===== src/rtl/keypad_scanner.sv =====
// 4x4 hex keypad scanner: column scan, row debounce, key decode and a 16-bit history of codes.
// Define KEYPAD_AUTOREPEAT_EN to re-emit a held key every REPEAT_CYC cycles.
module keypad_scanner #(
  parameter int SCAN_DIV     = 1000,
  parameter int DEBOUNCE_CYC = 20000,
  parameter int REPEAT_CYC   = 5000000
) (
  input  logic        clk,
  input  logic        rst,
  output logic [3:0]  cols,
  input  logic [3:0]  rows,
  input  logic        clear,
  output logic [15:0] data,
  output logic [3:0]  key_code,
  output logic        key_valid
);

  localparam logic [1:0] ST_SCAN     = 2'd0;
  localparam logic [1:0] ST_DEBOUNCE = 2'd1;
  localparam logic [1:0] ST_PRESSED  = 2'd2;
  localparam logic [1:0] ST_RELEASE  = 2'd3;

  localparam int TICK_W = (SCAN_DIV > 1) ? $clog2(SCAN_DIV) : 1;
  localparam int DEB_W  = (DEBOUNCE_CYC > 1) ? $clog2(DEBOUNCE_CYC) : 1;
  localparam logic [TICK_W-1:0] TICK_LAST = TICK_W'(SCAN_DIV - 1);
  localparam logic [DEB_W-1:0]  DEB_LAST  = DEB_W'(DEBOUNCE_CYC - 1);

  if (SCAN_DIV < 1 || DEBOUNCE_CYC < 1 || REPEAT_CYC < 1) begin : g_param_check
    $error("keypad_scanner: all cycle counts must be at least 1");
  end

  logic [3:0]        sync1_q, sync2_q;
  logic [1:0]        state_q, state_d;
  logic [1:0]        col_q, col_d;
  logic [TICK_W-1:0] tick_q, tick_d;
  logic [DEB_W-1:0]  cnt_q, cnt_d;
  logic [3:0]        pat_q, pat_d;
  logic [15:0]       data_q, data_d;
  logic [3:0]        code_q, code_d;
  logic              valid_q, valid_d;
  logic              accept;
  logic              rep_fire;
  logic [3:0]        accept_code;

  function automatic logic [1:0] low_row(input logic [3:0] r);
    low_row = 2'd3;
    for (int i = 3; i >= 0; i--) begin
      if (!r[i]) low_row = 2'(i);
    end
  endfunction

  // Code is 4*row + col, so it is simply the row and column indices concatenated.
  assign accept_code = {low_row(pat_q), col_q};

`ifdef KEYPAD_AUTOREPEAT_EN
  localparam int REP_W = (REPEAT_CYC > 1) ? $clog2(REPEAT_CYC) : 1;
  localparam logic [REP_W-1:0] REP_LAST = REP_W'(REPEAT_CYC - 1);

  logic [REP_W-1:0] rep_q, rep_d;

  always_comb begin
    rep_d    = rep_q;
    rep_fire = 1'b0;
    if (state_q != ST_PRESSED) begin
      rep_d = '0;
    end else if (sync2_q != 4'hF) begin
      if (rep_q == REP_LAST) begin
        rep_d    = '0;
        rep_fire = 1'b1;
      end else begin
        rep_d = rep_q + 1'b1;
      end
    end
  end

  always_ff @(posedge clk or posedge rst) begin
    if (rst) rep_q <= '0;
    else     rep_q <= rep_d;
  end
`else
  assign rep_fire = 1'b0;
`endif

  always_comb begin
    // NOTE: every output of this block gets a default first, so no path can infer a latch.
    state_d = state_q;
    col_d   = col_q;
    tick_d  = tick_q;
    cnt_d   = cnt_q;
    pat_d   = pat_q;
    code_d  = code_q;
    valid_d = 1'b0;
    data_d  = data_q;
    accept  = 1'b0;
    case (state_q)
      ST_SCAN: begin
        if (tick_q == TICK_LAST) begin
          tick_d = '0;
          if (sync2_q == 4'hF) begin
            col_d = col_q + 2'd1;
          end else begin
            state_d = ST_DEBOUNCE;
            pat_d   = sync2_q;
            cnt_d   = '0;
          end
        end else begin
          tick_d = tick_q + 1'b1;
        end
      end
      ST_DEBOUNCE: begin
        if (sync2_q != pat_q) begin
          state_d = ST_SCAN;
          col_d   = col_q + 2'd1;
          tick_d  = '0;
        end else if (cnt_q == DEB_LAST) begin
          state_d = ST_PRESSED;
          accept  = 1'b1;
        end else begin
          cnt_d = cnt_q + 1'b1;
        end
      end
      ST_PRESSED: begin
        if (sync2_q == 4'hF) begin
          state_d = ST_RELEASE;
          cnt_d   = '0;
        end else if (rep_fire) begin
          accept = 1'b1;
        end
      end
      default: begin
        // Release: any contact restarts the quiet-time count without leaving the state.
        if (sync2_q != 4'hF) begin
          cnt_d = '0;
        end else if (cnt_q == DEB_LAST) begin
          state_d = ST_SCAN;
          tick_d  = '0;
        end else begin
          cnt_d = cnt_q + 1'b1;
        end
      end
    endcase
    if (accept) begin
      code_d  = accept_code;
      valid_d = 1'b1;
      data_d  = {data_q[11:0], accept_code};
    end
    if (clear) data_d = '0;
  end

  always_ff @(posedge clk or posedge rst) begin
    // NOTE: non-blocking assignments here so every register samples pre-edge values.
    if (rst) begin
      sync1_q <= 4'hF;
      sync2_q <= 4'hF;
      state_q <= ST_SCAN;
      col_q   <= 2'd0;
      tick_q  <= '0;
      cnt_q   <= '0;
      pat_q   <= 4'hF;
      data_q  <= '0;
      code_q  <= '0;
      valid_q <= 1'b0;
    end else begin
      sync1_q <= rows;
      sync2_q <= sync1_q;
      state_q <= state_d;
      col_q   <= col_d;
      tick_q  <= tick_d;
      cnt_q   <= cnt_d;
      pat_q   <= pat_d;
      data_q  <= data_d;
      code_q  <= code_d;
      valid_q <= valid_d;
    end
  end

  assign cols      = ~(4'b0001 << col_q);
  assign data      = data_q;
  assign key_code  = code_q;
  assign key_valid = valid_q;

endmodule


===== config.mk =====
export PLATFORM = sky130hd
export DESIGN_NAME = keypad_scanner
export DESIGN_NICKNAME = d
export VERILOG_FILES = /design/src/rtl/keypad_scanner.sv
export SDC_FILE = /design/constraint.sdc
export NUM_CORES = 1
export LEC_CHECK = 0
export BUFFER_PORTS_ARGS = -buffer_cell sky130_fd_sc_hd__buf_2
export CAP_MARGIN = 10
export CORE_AREA = 3 3 80 82
export DETAILED_ROUTE_END_ITERATION = 8
export DIE_AREA = 0 0 83 85
export HOLD_SLACK_MARGIN = 0.03
export PLACE_DENSITY = 0.75
export SYNTH_ARGS = -nofsm -noshare
export SYNTH_HDL_FRONTEND = slang
export SYNTH_SLANG_ARGS = --single-unit

===== constraint.sdc =====
create_clock -name clk -period 2.4 [get_ports clk]
set_clock_uncertainty 0.15 [all_clocks]
set_input_delay 0 -clock clk [delete_from_list [all_inputs] [get_ports clk]]
set_output_delay 0 -clock clk [all_outputs]
set_load 0.02 [all_outputs]

==> impl_metrics.csv, run 1 <==
group,metric,value,unit
cts,cts_hold_buf,5,
sta,slew_headroom,47.4,%
global_route,grt_pass1_vias,2585,
cts,cts_root_buf,"clkbuf_8",
power_and_ir_drop,leakagePower,1.78,nW
finish,layout-drive-gt1-share,32.2,%
finish,mostFrequentLayoutCells,"dfrtp_1, buf_2, buf_4, nor2_1, nand2_1",
logic_synthesis,synthDistinctLibCells,44,
run_status,violations,"hold timing, setup timing",
finish,area_growth,30.0,%
finish,mostFrequentLayoutCell,"dfrtp_1",
placement,place.gp.congestion,0.831,
power_and_ir_drop,switching_share,23.5,%
floorplan,die_x,83,µm
routing,viasPerCell,5.66,
power_and_ir_drop,p_seq_share,52.2,%
placement,pre_cts_ws,-0.103,ns
power_and_ir_drop,ir_worst_vdd,0.000389,V
placement,io_buffers,31,
floorplan,die_h,85,µm
setup_path,cp-start-kind,"flop",
logic_synthesis,synthArstFlopShare,100,%
routing,drc_errors,0,
sta,post-route-period-util,101,%
global_route,grt_pass1_wl,12.2,mm
placement,hpwl,4.48,mm
power_and_ir_drop,power_density,513,mW/mm²
sta,rsz0062_at_grt,"true",
logic_synthesis,synthCells,309,
sta,max_clock_freq,414,MHz
routing,wl_per_cell,15.7,µm
logic_synthesis,syn_area,0.00305,mm²
cts,cts_buffers,9,
logic_synthesis,yosysWarningCount,0,
power_and_ir_drop,power_frac_comb,2.4,%
logic_synthesis,avgSynthCellArea,9.88,µm²
sta,tightest_slew,0.783,ns
logic_synthesis,synth_nets,322,
global_route,grt_overflow,0,
setup_path,crit_required,2.48,ns
cts,insertion_delay,0.34,ns
finish,final_net_count,393,
global_route,grt_max_degree,34,
setup_path,crit_type,"reg2reg",
finish,fillers,445,
worst_hold_path,hold_path_class,"in2reg",
logic_synthesis,synth_seq_cells,62,
sta,setup_viol_count_final,2,
global_route,grt_antenna_before_repair,0,
routing,wirelength,7.22,mm
power_and_ir_drop,switchingPower,0.479,mW
power_and_ir_drop,total_power,2.04,mW
finish,antennaDiodeCount,0,
global_route,grtUsageTotal,21.3,%
cts,clk_pin_slew,0.08,ns
setup_path,critPathArrivalTime,2.50,ns
flow_run,cap_violations,0,
floorplan,coreArea,0.00582,mm²
logic_synthesis,ys.flop_type,"dfrtp_1",
setup_path,path_max_fanout,7,
run_status,status,"finished, violations left",
sta,min_period,2.41,ns
sta,final_max_slew_viol_count,0,
sta,fin_setup_tns,-0.0205,ns
power_and_ir_drop,clock_power_share,45.4,%
logic_synthesis,synth.yosys.seq_area_share,51.3,%
finish,seqCellArea,0.00157,mm²
cts,htreeDepth,3,
logic_synthesis,synth_edf_count,0,
cts,cts_tree,"yes",
cts,cts_max_path_buffers,2,
routing,vias,2604,
finish,multi_input_area,0.00146,mm²
sta,hold_viol,14,
floorplan,pin_count,32,
floorplan,num_rows,28,
floorplan,initial_core_util,52.5,%
routing,drt_iter0_drc,121,
sta,hold_slack,-0.108,ns
cts,clkSinkCount,62,
sta,fin_ws,-0.0139,ns
setup_path,endpoint_kind,"flop",
routing,drtPass1Iterations,5,
routing,ant_nets,0,
power_and_ir_drop,p_int,1.56,mW
floorplan,die-area,0.00706,mm²
final timing paths:
| check | startpoint | endpoint | slack, ns | depth (start not counted) |
|---|---|---|---|---|
| min in group asynchronous | rst | cnt_q[11] | 0.15 | 3 |
| hold / removal | clear | data[5] | -0.11 | 2 |
| max in group asynchronous | rst | pat_q[0] | 1.28 | 4 |
| setup / recovery | cnt_q[5] | data[3] | -0.01 | 7 |
| hold reg to reg | sync1_q[2] | sync2_q[2] | 0.21 | 0 |
| setup reg to reg | cnt_q[5] | data[3] | -0.01 | 7 |
area by class of cell:
cell class	count	share of cell area (%)
Sequential cell	62	39.5
Multi-Input combinational cell	214	36.8
Timing Repair Buffer	74	14.6
Clock buffer	9	3.12
Tap cell	75	2.36
Clock inverter	7	1.86
Inverter	19	1.80
cell families after synthesis:
group	after synthesis	share of synthesized area, %
and+or+nand+nor	122	21.7
AOI/OAI and AO/OA	63	12.4
DFF	62	51.3
buffers and inverters	33	4.88
muxes	15	4.96
xor gates and xnor gates	8	2.30
adders and majority gates	6	2.46
state kept, by name, indices dropped and copies added (netlist names):
signal,flops
cnt_q,15
sync2_q,4
sync1_q,4
data,16
tick_q,10
key_code,4
state_q,2
col_q,2
pat_q,4
key_valid,1
stage by stage:
| stage | cells | utilization [%] | area [µm²] |
|---|---|---|---|
| 2_1_floorplan | 309 | - | 3070 |
| 5_1_grt | 460 | 68.2 | 3970 |
| 3_3_place_gp | 427 | 59.6 | 3470 |
| 6_report | 460 | 68.2 | 3970 |
| 3_5_place_dp | 427 | 59.6 | 3470 |
| 4_1_cts | 456 | 66.0 | 3840 |
cell usage after synthesis (all sizes together) (3+ instances only):
library cell / n / area [µm²]
a21oi: 22 / 110
a22o: 3 / 26.3
a31oi: 6 / 37.5
buf: 6 / 47.5
clkbuf: 8 / 30.0
dfrtp: 50 / 1250
dfstp: 12 / 315
ha: 6 / 75.1
inv: 19 / 71.3
mux2i: 14 / 140
nand2: 29 / 109
nand2b: 6 / 37.5
nand3: 11 / 55.1
nand4: 8 / 50.1
nor2: 26 / 97.6
nor3: 5 / 25.0
nor4: 6 / 43.8
o21ai: 17 / 85.1
o31ai: 7 / 52.6
or3: 7 / 43.8
or4: 11 / 86.3
xnor2: 6 / 52.6
worst max-delay path, stage by stage (launching register included):
cell and delay, ns:
dfrtp_1 0.39, buf_4 0.16, or4bb_4 0.54, or4_4 0.53, nor4_2 0.14, buf_4 0.19, nand2_2 0.08, o32ai_1 0.12
timing repair:
| action | CTS | global route |
|---|---|---|
| resized for setup | 9 | 27 |
| cloned | 2 | 1 |
| endpoints found under the setup margin | 16 | 32 |
| hold endpoints to repair | 49 | 16 |
| pin swaps | 5 | 10 |
| buffers inserted | 6 | 4 |
power by group through the flow:
| stage | clock [mW] | combinational, mW | sequential, mW |
|---|---|---|---|
| 2_1_floorplan | 0 | 0.0271 | 1.08 |
| 3_3_place_gp | 0 | 0.0427 | 1.08 |
| 3_5_place_dp | 0 | 0.0441 | 1.08 |
| 4_1_cts | 0.925 | 0.0506 | 1.06 |
| 5_1_grt | 0.984 | 0.0565 | 1.06 |
| 6_report | 0.925 | 0.0494 | 1.06 |
per-layer routing:
| layer | vias up | share of wire (%) | global-route usage, % |
|---|---|---|---|
| li1 | 1249 | - | - |
| met1 | 1265 | 44 | 27.2 |
| met2 | 79 | 50 | 35.7 |
| met3 | 11 | 4.7 | 4.56 |
| met4 | 0 | 1.3 | 7.88 |
| met5 | - | 0 | 0 |
Power figures use the tool's default switching activity.
==> inputs of run 2 (changes only) <==
==> constraint.sdc (replaced) <==
create_clock -name clk -period 2.4 [get_ports clk]
set_clock_uncertainty 0.15 [all_clocks]
set_input_delay 0.12 -clock clk [delete_from_list [all_inputs] [get_ports clk]]
set_output_delay 0.12 -clock clk [all_outputs]
set_load 0.02 [all_outputs]
==> run 2 against run 1 <==
Net effect: the run still ends with hold timing, setup timing left; flip-flop and latch count unchanged; combinational power is 3% higher; via count is 2.1% higher; fmax is essentially flat; first-iteration DRC count fell by 2.5%; sequential share of layout area decreased by 0.099 points; largest cell class unchanged.
==> impl_metrics.csv, run 2 (synthesis gave the netlist of run 1 again) <==
group,metric,value,unit
cts,cts_max_path_buffers,2,
setup_path,worst_path_largest_cell_delay,0.55,ns
sta,hold_slack,-0.0327,ns
routing,drc_errors,0,
routing,viasPerCell,5.77,
global_route,grt_max_degree,34,
finish,area_growth,30.3,%
setup_path,crit_required,2.49,ns
sta,setup_viol_count_final,4,
placement,io_buffers,31,
sta,fin_setup_tns,-0.0265,ns
placement,hpwl,4.48,mm
floorplan,die_h,85,µm
cts,cts_tree,"yes",
cts,cts_buffers,9,
finish,mostFrequentLayoutCell,"dfrtp_1",
power_and_ir_drop,leakagePower,1.78,nW
sta,tightest_slew,0.788,ns
power_and_ir_drop,power_density,512,mW/mm²
setup_path,cp-start-kind,"flop",
setup_path,critPathArrivalTime,2.50,ns
global_route,grtUsageTotal,21.3,%
run_status,violations,"hold timing, setup timing",
finish,mostFrequentLayoutCells,"dfrtp_1, buf_2, buf_4, nor2_1, nand2_1",
floorplan,die-area,0.00706,mm²
setup_path,cp_num_buf_inv,2,
finish,final_net_count,394,
finish,antennaDiodeCount,0,
finish,layout-drive-gt1-share,32.1,%
power_and_ir_drop,ir_worst_vdd,0.000386,V
routing,wirelength,7.33,mm
cts,clk_pin_slew,0.08,ns
routing,wl_per_cell,15.9,µm
sta,max_clock_freq,414,MHz
sta,min_period,2.42,ns
sta,slew_headroom,47.1,%
placement,pre_cts_ws,-0.103,ns
floorplan,die_x,83,µm
finish,final_util,68.4,%
floorplan,num_rows,28,
sta,hold_viol,6,
power_and_ir_drop,total_power,2.04,mW
routing,ant_nets,0,
routing,drt_iter0_drc,118,
cts,htreeDepth,3,
worst_hold_path,hold_path_class,"in2reg",
run_status,status,"finished, violations left",
setup_path,endpoint_kind,"flop",
global_route,grt_pass1_vias,2586,
setup_path,crit_chain,"buf_4, or4bb_4, or4_4, nor4_2, buf_4, nand2_2, o32ai_1",
floorplan,coreArea,0.00582,mm²
sta,rsz0062_at_grt,"true",
finish,stdcell_count,461,
sta,fin_ws,-0.0150,ns
sta,final_max_slew_viol_count,0,
finish,largest_register_ffs,16,
setup_path,crit_family,"simple AND/OR/NAND/NOR gates",
sta,post-route-period-util,101,%
cts,cts_root_buf,"clkbuf_8",
floorplan,initial_core_util,52.5,%
setup_path,slowest_stage,"or4bb_4",
placement,place_inst,427,
cts,clkSinkCount,62,
global_route,grt_pass1_wl,12.2,mm
routing,vias,2658,
setup_path,crit_top_cell,"buf_4",
global_route,grt_antenna_before_repair,0,
setup_path,path_max_fanout,7,
global_route,grt_overflow,0,
floorplan,pin_count,32,
flow_run,cap_violations,0,
setup_path,crit_type,"reg2reg",
placement,place.gp.congestion,0.831,
routing,drtPass1Iterations,5,
finish,fillers,440,
cts,insertion_delay,0.34,ns
-- run 2: cell count changes in the layout (fill, tap and decap cells not counted) --
cell / delta
dlygate4sd3_1: +1
-- run 2: stage by stage --
step / hold WS (ns) / instance area (µm²)
after floorplan: -0.0255 / 3070
after global placement: 0.0767 / 3470
after detailed placement: 0.0775 / 3470
after CTS: -0.00301 / 3840
after global routing: -0.0293 / 3980
final: -0.0327 / 3980
-- run 2: what timing repair did --
action                                  in CTS  in global routing
endpoints found under the hold margin       36                  6
endpoints found under the setup margin      16                 32
cloned                                       2                  1
hold buffers                                 5                  1
setup buffers                                6                  4
resized for setup                            9                 27
pin swaps                                    5                 10
-- run 2: final timing paths --
kind,from,endpoint,slack [ns],cells after the start
worst max register to register,cnt_q[5],data[3],-0.02,7
worst min-delay path,clear,data[5],-0.03,2
worst min register to register,sync1_q[2],sync2_q[2],0.21,0
max in group asynchronous,rst,pat_q[0],1.18,4
min in group asynchronous,rst,cnt_q[11],0.26,3
worst max-delay path,cnt_q[5],data[3],-0.02,7
-- run 2: cell type report --
class / instances / area (µm²) / share of cell area [%]
Clock buffer: 9 / 124 / 3.11
Clock inverter: 7 / 73.8 / 1.86
Inverter: 19 / 71.3 / 1.79
Multi-Input combinational cell: 214 / 1460 / 36.7
Sequential cell: 62 / 1570 / 39.4
Tap cell: 75 / 93.8 / 2.36
Timing Repair Buffer: 75 / 589 / 14.8
-- run 2: report_power, final --
| part | switching (mW) | total (mW) | internal [mW] |
|---|---|---|---|
| sequential | 0.00570 | 1.06 | 1.06 |
| combinational | 0.0319 | 0.0508 | 0.0189 |
| clock | 0.442 | 0.925 | 0.483 |
| total | 0.480 | 2.04 | 1.56 |
-- run 2: metal layers --
| layer | vias to the layer above | GRT usage (%) | part of all wire (%) | routed length, µm |
|---|---|---|---|---|
| met5 | - | 0 | 0 | 0 |
| met4 | 0 | 7.88 | 1.7 | 125 |
| met3 | 15 | 4.56 | 4.3 | 313 |
| met2 | 81 | 35.7 | 50 | 3700 |
| met1 | 1303 | 27.2 | 44 | 3190 |
| li1 | 1259 | - | - | - |
